`config.mk`:
```
export PLATFORM = sky130hd
export DESIGN_NAME = serial_adder
export DESIGN_NICKNAME = d
export VERILOG_FILES = /design/src/rtl/serial_adder.sv
export SDC_FILE = /design/constraint.sdc
export NUM_CORES = 1
export LEC_CHECK = 0
export ABC_AREA = 1
export BUFFER_PORTS_ARGS = -buffer_cell sky130_fd_sc_hd__buf_2
export CAP_MARGIN = 20
export CELL_PAD_IN_SITES_DETAIL_PLACEMENT = 2
export CELL_PAD_IN_SITES_GLOBAL_PLACEMENT = 2
export CORE_MARGIN = 4
export CORE_UTILIZATION = 35
export CTS_CLUSTER_DIAMETER = 50
export DETAILED_ROUTE_END_ITERATION = 8
export GPL_TIMING_DRIVEN = 0
export PLACE_DENSITY_LB_ADDON = 0.15
export SLEW_MARGIN = 25
export SYNTH_ARGS = -nofsm -noshare
export SYNTH_HDL_FRONTEND = slang
export SYNTH_HIERARCHICAL = 1
export SYNTH_SLANG_ARGS = --single-unit
```
`constraint.sdc`:
```
create_clock -name clk -period 3.4 [get_ports clk]
set_input_delay 0.51 -clock clk [delete_from_list [all_inputs] [get_ports clk]]
set_output_delay 0.51 -clock clk [all_outputs]
set_load 0.1 [all_outputs]
```
`src/rtl/serial_adder.sv`:
```
// Bit-serial adder: one full-adder cell, fed LSB first from shift registers,
// with valid/ready handshakes on both the operand and the result side.

module FullAdder (
    input  logic A,
    input  logic B,
    input  logic X,
    output logic S,
    output logic C
);
    assign S = A ^ B ^ X;
    assign C = (A & B) | (X & (A ^ B));
endmodule

module serial_adder #(
    parameter int unsigned WIDTH = 8
) (
    input  logic             clk,
    input  logic             rst_n,
    input  logic             in_valid,
    output logic             in_ready,
    input  logic [WIDTH-1:0] a,
    input  logic [WIDTH-1:0] b,
    input  logic             cin,
    output logic             out_valid,
    input  logic             out_ready,
    output logic [WIDTH-1:0] sum,
    output logic             cout
);
    localparam int unsigned CW = $clog2(WIDTH) + 1;

    typedef enum logic [1:0] {IDLE, RUN, DONE} state_t;

    state_t           state, state_nxt;
    logic [WIDTH-1:0] a_sh, b_sh, sum_sh, sum_q, sum_nxt;
    logic             carry, cout_q;
    logic [CW-1:0]    cnt;
    logic             fa_s, fa_c, last;

    FullAdder u_fa (
        .A (a_sh[0]),
        .B (b_sh[0]),
        .X (carry),
        .S (fa_s),
        .C (fa_c)
    );

    assign last = (cnt == CW'(WIDTH - 1));

    // New sum bit enters at the MSB; written as shift/or so WIDTH=1 needs no slice.
    assign sum_nxt = (sum_sh >> 1) | (WIDTH'(fa_s) << (WIDTH - 1));

    assign sum  = sum_q;
    assign cout = cout_q;

    // State register.
    always_ff @(posedge clk or negedge rst_n) begin
        if (!rst_n) state <= IDLE;
        else        state <= state_nxt;
    end

    // Next-state and handshake outputs, decoded from the state register only.
    always_comb begin
        state_nxt = state;
        in_ready  = 1'b0;
        out_valid = 1'b0;
        case (state)
            IDLE: begin
                in_ready = 1'b1;
                if (in_valid) state_nxt = RUN;
            end
            RUN: begin
                if (last) state_nxt = DONE;
            end
            DONE: begin
                out_valid = 1'b1;
                if (out_ready) state_nxt = IDLE;
            end
            default: state_nxt = IDLE;
        endcase
    end

    // Operand load, bit-serial shifting and result capture.
    always_ff @(posedge clk or negedge rst_n) begin
        if (!rst_n) begin
            a_sh   <= '0;
            b_sh   <= '0;
            sum_sh <= '0;
            sum_q  <= '0;
            carry  <= 1'b0;
            cout_q <= 1'b0;
            cnt    <= '0;
        end else begin
            case (state)
                IDLE: begin
                    if (in_valid) begin
                        a_sh  <= a;
                        b_sh  <= b;
                        carry <= cin;
                        cnt   <= '0;
                    end
                end
                RUN: begin
                    sum_sh <= sum_nxt;
                    carry  <= fa_c;
                    a_sh   <= a_sh >> 1;
                    b_sh   <= b_sh >> 1;
                    cnt    <= cnt + CW'(1);
                    // Result is published separately so sum/cout hold until the next completion.
                    if (last) begin
                        sum_q  <= sum_nxt;
                        cout_q <= fa_c;
                    end
                end
                default: ;
            endcase
        end
    end
endmodule

```
==> results.cfg, run 1 <==
[status]
status = complete, no violations

[critical_path]
cp.required_ps = 2890
worstSetupStartpointType = register
cp_common_cell = buf_2
slowest_stage = buf_2
critPathMaxFanout = 10
crit_path_end_kind = output pin
cp.arrival_ps = 1760
critPathKind = register to output pin
path_cells = nor2_2 > buf_2 > buf_2
worst_r2r_endpoint = a_sh[6]
worstRegToRegCells = 4
regToRegSetupSlack_ps = 2080
critPathMaxStageDelay_ps = 460
reg2reg_from = state[0]

[synthesis]
netlist_area_um2 = 1700
netlist_instances = 194
ys_types = 20
synth_top_area_share_pct = 57.4
yosysTopAreaCell = dfrtp_1
avgSynthCellArea_um2 = 8.76
synth-seq-area-share_pct = 57.4
synth_area_leaders = dfrtp_1 57%, nand3_1 16%, nand2_1 14%, buf_2 1.8%, o21ai_0 1.8%
syn_nets = 217
synth_seq_cells = 39
yosysWarnings = 6

[power]
p_leak_nw = 1.06
p_per_area_nw_per_um2 = 1050
p_clk_share_pct = 18.9
pwr-share-seq_pct = 35.9
switching_share_pct = 48.8
p_switching_mw = 1.05
power.internal_mw = 1.10
p_comb_share_pct = 45.2
ir_drop_mv = 0.338

[floorplan]
initial_core_util_pct = 36.0
num_rows = 25
coreArea_um2 = 4720
die_y_um = 77.7
chipWidth_um = 77.7
ioPinCount = 32
dieArea_um2 = 6040

[cells_and_area]
utilization_pct = 43.4
layout-drive-gt1-share_pct = 22.4
fill_cells = 552
n_antenna_cell = 0
syn_to_final_growth_pct = 20.5
layout_common_cells = 64 x nand2_1, 54 x nand3_1, 39 x dfrtp_1, 36 x buf_2, 6 x o21ai_0
layout_commonest_cell = nand2_1
layout.nets = 254

[drt]
via_per_inst = 5.00
wl_per_cell_um = 16.2
drt_iter0_drc = 71
drc = 0
vias = 1494
drt-total-wl_mm = 4.84
final_antenna_net_count = 0
firstDrtPassIters = 4

[sta]
slew_violations = 0
finalSetupViolCount = 0
post-route-min-period_ps = 2270
finalHoldViolCount = 0
rsz0062_at_grt = no
worstMarginPinSlew_ps = 911
timing.fmax_ghz = 0.441
post-route-period-util_pct = 66.6
fin_setup_tns_ps = 0
clock-skew-final_ps = 11.3
slew_headroom_pct = 39.3

[global_routing]
grt_max_degree = 40
grt_pass1_vias = 1768
track_usage_pct = 17.9
grt-ovfl-total = 0
antenna_found_initial = 0
grt_first_pass_wirelength_mm = 8.49

[placement]
dpl.hpwl_mm = 3.48
portBuffers = 30
gp_congestion = 0.717

[clocking]
clock_latency_ps = 300
cts_made_buffers = 5
postCtsHoldBufs = 0
clk_pin_slew_ps = 90
cts_tree = done
cts_buffer_depth = 2
cts_setup_buffers = 0
cts_root_buf = clkbuf_8
cts-htree-levels = 2
cts_resized = 0
cts.sinks = 39

[run]
maxCapViolCount = 0

[hold_path]
min_path_type = input pin to async pin
-- cells in the mapped netlist, drive strengths merged --
| cell | n |
|---|---|
| nand2 | 65 |
| nand3 | 54 |
| dfrtp | 39 |
| o21ai | 9 |
| buf | 8 |
| inv | 6 |
| nor2 | 6 |
| clkbuf | 3 |
| fa | 1 |
| ha | 1 |
| nand4 | 1 |
| o31ai | 1 |
-- area by class of cell --
class	count	area (um^2)	share of cell area, %
sequential	39	976	47.6
multi-input combinational	138	641	31.3
timing repair buffer	30	150	7.33
tap	67	83.8	4.09
clock buffer	5	68.8	3.36
buffer	11	61.3	2.99
clock inverter	3	46.3	2.26
inverter	6	22.5	1.10
-- cell families after synthesis --
group	synth area share (%)
fa+ha+maj	1.91
simple gates	32.7
compound gates	3.09
flops	57.4
buf+inv	4.93
-- worst max-delay path by stage --
stage	to	start	slack [ps]	depth (start not counted)
final	in_ready	state[0]	1130	3
after global routing	in_ready	state[0]	1020	3
after CTS	in_ready	state[0]	1100	3
after detailed placement	in_ready	state[0]	1440	3
after global placement	in_ready	state[0]	1470	3
after floorplan	out_valid	state[0]	1220	1
-- power groups by stage --
stage                     clock network [mW]  registers [mW]  logic (mW)
final                                  0.405           0.770       0.968
after global routing                   0.443           0.799        1.06
after CTS                              0.418           0.772       0.985
after detailed placement                   0           0.780       0.979
after global placement                     0           0.762       0.925
after floorplan                            0            1.03       0.461
-- per-layer routing --
metal  routed length (um)  part of all wire [%]  track usage (%)
met1                 2040                    42             20.2
met3                  207                   4.3             4.64
met2                 2530                    52             32.8
met5                    0                     0                0
met4                   62                   1.3             5.34
-- registers in the layout, summed over array words and instances, names as in the netlist --
register	cells
b_sh	8
sum	8
state	2
cnt	4
cout	1
a_sh	8
sum_sh	7
carry	1
-- stage by stage --
step	instance area (um^2)	power, mW	std cells	setup slack [ps]	hold WS, ps
2_1_floorplan	1700	1.50	194	1220	214
3_3_place_gp	1930	1.69	291	1470	455
3_5_place_dp	1930	1.76	291	1440	462
4_1_cts	2050	2.18	299	1100	359
5_1_grt	2050	2.30	299	1020	383
6_report	2050	2.14	299	1130	328
-- critical path, delay by kind of cell, from the launching register on --
family	cells	cell delay, ps
buffers and inverters	2	740
DFF	1	430
and+or+nand+nor	1	280
Power figures use the tool's default switching activity.
==> inputs of run 2 (changes only) <==
--- a/config.mk
+++ b/config.mk
@@ -5,13 +5,13 @@
 export SDC_FILE = /design/constraint.sdc
 export NUM_CORES = 1
 export LEC_CHECK = 0
-export ABC_AREA = 1
+export ABC_AREA = 0
 export BUFFER_PORTS_ARGS = -buffer_cell sky130_fd_sc_hd__buf_2
 export CAP_MARGIN = 20
 export CELL_PAD_IN_SITES_DETAIL_PLACEMENT = 2
 export CELL_PAD_IN_SITES_GLOBAL_PLACEMENT = 2
 export CORE_MARGIN = 4
-export CORE_UTILIZATION = 35
+export CORE_UTILIZATION = 31
 export CTS_CLUSTER_DIAMETER = 50
 export DETAILED_ROUTE_END_ITERATION = 8
 export GPL_TIMING_DRIVEN = 0
==> constraint.sdc (replaced) <==
create_clock -name clk -period 2 [get_ports clk]
set_input_delay 0.3 -clock clk [delete_from_list [all_inputs] [get_ports clk]]
set_output_delay 0.3 -clock clk [all_outputs]
set_load 0.1 [all_outputs]
==> run 2 against run 1 <==
Against the previous run: via count is 9.8% lower; combinational power increased by 65%; clock power up 34%; setup slack worse by 970 ps; non-clock buffer count did not move; clock-buffer cell count grew 1; critical path type unchanged; critical endpoint is now out_valid; largest power group unchanged.
==> results.cfg, run 2 <==
[status]
status = complete, no violations

[sta]
slew_violations = 0
finalHoldViolCount = 0
timing.fmax_ghz = 0.544
post-route-min-period_ps = 1840
fin_setup_tns_ps = 0
timing.hold.ws_ps = 121
clock-skew-final_ps = 5.33
worstMarginPinSlew_ps = 879
finalSetupViolCount = 0
slew_headroom_pct = 41.4
post-route-period-util_pct = 91.8
rsz0062_at_grt = no

[floorplan]
chipWidth_um = 82.3
dieArea_um2 = 6770
coreArea_um2 = 5240
num_rows = 26
ioPinCount = 32
initial_core_util_pct = 32.7
die_y_um = 82.3

[global_routing]
grt_max_degree = 40
track_usage_pct = 14.8
grt-ovfl-total = 0
grt_first_pass_wirelength_mm = 7.42
antenna_found_initial = 0
grt_pass1_vias = 1521

[drt]
final_antenna_net_count = 0
dr_wl_met3_um = 214
wl_per_cell_um = 16.6
drc = 0
wl_met2_mm = 2.24
firstDrtPassIters = 4
highest_layer = met4
drt-total-wl_mm = 4.44
wl_met1_mm = 1.93
drt_iter0_drc = 46
via_per_inst = 5.03
vias = 1348

[clocking]
clock_latency_ps = 290
cts_tree = done
cts_buffer_depth = 2
cts_made_buffers = 5
clk_pin_slew_ps = 70
cts-htree-levels = 2
cts_root_buf = clkbuf_8
cts.sinks = 39

[power]
p_clk_share_pct = 15.5
p_comb_share_pct = 46.0
switching_share_pct = 47.3
power.internal_mw = 1.84
pwr-share-seq_pct = 38.4
p_switching_mw = 1.65
ir_drop_mv = 0.603
p_per_area_nw_per_um2 = 1700
p_leak_nw = 0.971

[critical_path]
critPathMaxFanout = 10
critPathKind = register to output pin
worstSetupStartpointType = register
cp.arrival_ps = 1540
cp.required_ps = 1700
crit_path_end_kind = output pin

[cells_and_area]
layout.nets = 221
syn_to_final_growth_pct = 20.0
seq_area_um2 = 976
fill_cells = 565
layout-drive-gt1-share_pct = 28.3
fin_cells = 268
multiInputGateArea_um2 = 692
n_antenna_cell = 0
layout_common_cells = 39 x dfrtp_1, 31 x buf_2, 30 x nand2_1, 16 x o21ai_0, 15 x a22oi_1
utilization_pct = 39.2
layout_commonest_cell = dfrtp_1

[synthesis]
muxShareOfSynthArea_pct = 6.58
ys.flop_type = dfrtp_1
yosys.area_share.adder_pct = 1.90
synth_top_family_by_area = compound AO/OA/AOI/OAI gates
synth_area_leaders = dfrtp_1 57%, a22oi_1 6.6%, mux2_2 6.6%, nand2_1 6.6%, nor2b_1 4.8%
synth_compound_area_share_pct = 17.8
yosysWarnings = 6
synth_xor_area_share_pct = 0
synth-seq-area-share_pct = 57.1
synthSimpleGateAreaFrac_pct = 13.9
synth.most_common_cell = dfrtp_1
synth_common_cells = 39 x dfrtp_1, 30 x nand2_1, 16 x o21ai_0, 15 x a22oi_1, 13 x nor2b_1
netlist_area_um2 = 1710
synth_top_area_share_pct = 57.1
synth_edf_count = 0
ys_types = 22
yosysTopAreaCell = dfrtp_1
async_flop_share_pct = 100
avgSynthCellArea_um2 = 10.7
syn_nets = 183
netlist_instances = 160
synth_seq_cells = 39

[placement]
gp_congestion = 0.742
dpl.hpwl_mm = 3.20
portBuffers = 31
dp.cells = 261

[hold_path]
min_path_type = input pin to async pin

[run]
maxCapViolCount = 0
==> run 2: changes by cell type after synthesis, sizes merged, moves of 2 or more <==
cell | before | now
nand3 | 54 | 2
nand2 | 65 | 30
a22oi | 0 | 15
nor2b | 0 | 13
a21oi | 0 | 10
mux2 | 0 | 10
o21ai | 9 | 16
buf | 8 | 3
inv | 6 | 1
clkbuf | 3 | 7
nor2 | 6 | 3
a22o | 0 | 2
a32o | 0 | 2
==> run 2: routing by layer <==
metal  track usage, %  vias up
met2             26.0       32
met5                0        -
met4             5.98        0
met3             3.36        6
li1                 -      634
met1             17.2      676
==> run 2: power by group through the flow <==
stage	combinational [mW]	clock, mW	sequential, mW
detailed placement	1.63	0	1.36
global route	1.76	0.592	1.39
finish	1.60	0.541	1.34
global placement	1.56	0	1.33
CTS	1.63	0.560	1.35
floorplan	0.730	0	1.84
==> run 2: final timing paths <==
kind,to,depth (start not counted),slack (ps),startpoint
hold reg to reg,a_sh[5],2,490,a_sh[5]
min in group clk,a_sh[7],2,270,a[7]
setup / recovery,out_valid,3,160,state[1]
max in group asynchronous,a_sh[5],1,1320,rst_n
setup reg to reg,sum[6],4,260,state[1]
hold / removal,sum[1],1,120,rst_n
==> run 2: kinds of logic (layout without fill, tap and decap cells) <==
family | count (synthesis) | in the layout
flip-flops | 39 | 39
adder cells (fa/ha/maj) | 2 | 2
multiplexers | 10 | 10
AO/OA/AOI/OAI | 48 | 48
AND/OR/NAND/NOR | 50 | 50
buffers and inverters | 11 | 49
==> run 2: repair_timing <==
action                     in CTS  in global routing
buffers inserted                0                  0
setup endpoints to repair       1                  2
gates resized for setup         1                  4
hold buffers                    0                  0
==> run 2: layout make-up <==
| type | count | area share, % |
|---|---|---|
| repair buffers | 31 | 7.80 |
| flip-flops and latches | 39 | 47.5 |
| multi-input cells | 110 | 33.7 |
| clock buffers | 6 | 4.02 |
| plain buffers | 10 | 2.25 |
| clock inverters | 1 | 0.244 |
| inverters | 1 | 0.183 |
| well taps | 70 | 4.27 |
==> run 2: critical path, cell delays in order (launching register included) <==
cell and delay (ps):
dfrtp_1 410, clkbuf_2 280, nor2b_2 210, clkbuf_4 340
==> run 2: stage by stage <==
stage          cell area (um^2)  power [mW]  setup WS [ps]
2_1_floorplan              1720        2.57            165
3_3_place_gp               1960        2.89            187
3_5_place_dp               1960        2.99            210
4_1_cts                    2050        3.54           4.70
5_1_grt                    2050        3.75           59.7
6_report                   2050        3.49            163
==> inputs of run 3 (changes only) <==
--- a/config.mk
+++ b/config.mk
@@ -10,6 +10,7 @@
 export CAP_MARGIN = 20
 export CELL_PAD_IN_SITES_DETAIL_PLACEMENT = 2
 export CELL_PAD_IN_SITES_GLOBAL_PLACEMENT = 2
+export CORE_ASPECT_RATIO = 1.4
 export CORE_MARGIN = 4
 export CORE_UTILIZATION = 31
 export CTS_CLUSTER_DIAMETER = 50
==> run 3 against run 2 <==
Against the previous run: clock skew grew 2.6 ps; via count grew 2.2%; final cell count shrank 1.1%; critical path type unchanged; critical endpoint unchanged.
==> results.cfg, run 3 (same netlist as run 2, synthesis figures left out) <==
[sta]
timing.fmax_ghz = 0.538
clock-skew-final_ps = 7.89
fin_ws_ps = 140
worstMarginPinSlew_ps = 872
slew_headroom_pct = 41.9
post-route-period-util_pct = 93.0
rsz0062_at_grt = no
post-route-min-period_ps = 1860
finalSetupViolCount = 0
fin_setup_tns_ps = 0
slew_violations = 0
finalHoldViolCount = 0

[drt]
vias = 1378
drc = 0
drt_iter0_drc = 34
final_antenna_net_count = 0
wl_per_cell_um = 16.6
firstDrtPassIters = 4
drt-total-wl_mm = 4.40
via_per_inst = 5.20

[critical_path]
critPathMaxStageDelay_ps = 410
cp-startpoint = state[1]
reg2reg_from = state[1]
path_cells = clkbuf_2 > nor2b_2 > clkbuf_4
cp.buffers_inverters = 2
cp.arrival_ps = 1560
slowest_stage = dfrtp_1
cp.required_ps = 1700
critPathMaxFanout = 10
worstSetupStartpointType = register
critPathKind = register to output pin
crit_path_end_kind = output pin
path_delay_family = buffers and inverters

[clocking]
cts_buffer_depth = 2
cts_root_buf = clkbuf_8
cts_made_buffers = 5
cts.sinks = 39
postCtsHoldBufs = 0
cts_tree = done
clk_pin_slew_ps = 80
cts_setup_buffers = 0
cts-htree-levels = 2
clock_latency_ps = 300

[floorplan]
num_rows = 31
initial_core_util_pct = 32.4
die_y_um = 95.9
chipWidth_um = 70.8
coreArea_um2 = 5280
dieArea_um2 = 6790
ioPinCount = 32

[power]
p_leak_nw = 0.985
ir_drop_mv = 0.647
finalPower_mw = 3.64
p_per_area_nw_per_um2 = 1750

[placement]
portBuffers = 31
gp_congestion = 0.725
dpl.hpwl_mm = 3.15
pre_cts_ws_ps = 177
dp.cells = 257

[cells_and_area]
layout_common_cells = 39 x dfrtp_1, 31 x buf_2, 30 x nand2_1, 16 x o21ai_0, 15 x a22oi_1
syn_to_final_growth_pct = 21.5
utilization_pct = 39.4
multiInputGateArea_um2 = 692
layout_commonest_cell = dfrtp_1
seq_area_um2 = 976
layout.nets = 221
n_antenna_cell = 0
layout-drive-gt1-share_pct = 28.6
fill_cells = 600
fin_cells = 265

[run]
maxCapViolCount = 0

[global_routing]
antenna_found_initial = 0
grt_max_degree = 40
track_usage_pct = 14.2
grt_pass1_vias = 1512
grt-ovfl-total = 0
grt_first_pass_wirelength_mm = 7.45

[hold_path]
min_path_type = input pin to async pin

[status]
status = complete, no violations
[run 3: cell types whose count changed in the layout (fill, tap and decap cells not counted), sizes merged]
cell and change:
bufinv +1
[run 3: worst reg2reg max path, stage by stage (launching register included)]
cell and delay, ps:
dfrtp_1 420, nand2b_1 160, buf_4 180, nor3_4 480
mux2_2 410
[run 3: final cells by class]
class                      count  area share, %
tap                           66           3.97
sequential                    39           47.0
clock buffer                   6           3.97
buffer                        10           2.23
timing repair buffer          31           7.71
multi-input combinational    110           33.3
clock inverter                 2           1.69
inverter                       1          0.181
[run 3: through the flow]
| stage | cell area, um^2 | hold WS [ps] |
|---|---|---|
| 6_report | 2080 | 113 |
| 3_5_place_dp | 1950 | 479 |
| 5_1_grt | 2080 | 181 |
| 2_1_floorplan | 1720 | 4.41 |
| 3_3_place_gp | 1950 | 456 |
| 4_1_cts | 2070 | 151 |
[run 3: final timing paths]
kind,endpoint,depth (start not counted),slack [ps]
worst max-delay path,out_valid,3,140
worst min-delay path,sum[0],1,110
worst max register to register,sum[7],4,240
worst min register to register,sum_sh[1],2,490
max in group asynchronous,b_sh[2],1,1330
min in group clk,a_sh[7],2,250
[run 3: per-layer routing]
layer,vias to the layer above,track usage [%],share of wire [%],routed length (um)
li1,633,-,-,-
met1,711,15.8,41,1800
met2,26,26.0,54,2360
met3,8,3.03,3.6,158
met4,0,5.64,1.9,83
met5,-,0,0,0
[run 3: repair_timing]
action	in CTS	in global routing
endpoints found under the setup margin	1	2
resized for setup	1	4
cloned	0	0
endpoints found under the hold margin	0	0
[run 3: report_power, final]
group	internal, mW	leakage, nW	switching (mW)	total [mW]
Clock	0.404	0.0612	0.289	0.693
Combinational	0.460	0.418	1.14	1.60
Sequential	1.11	0.506	0.239	1.34
Total	1.97	0.985	1.67	3.64
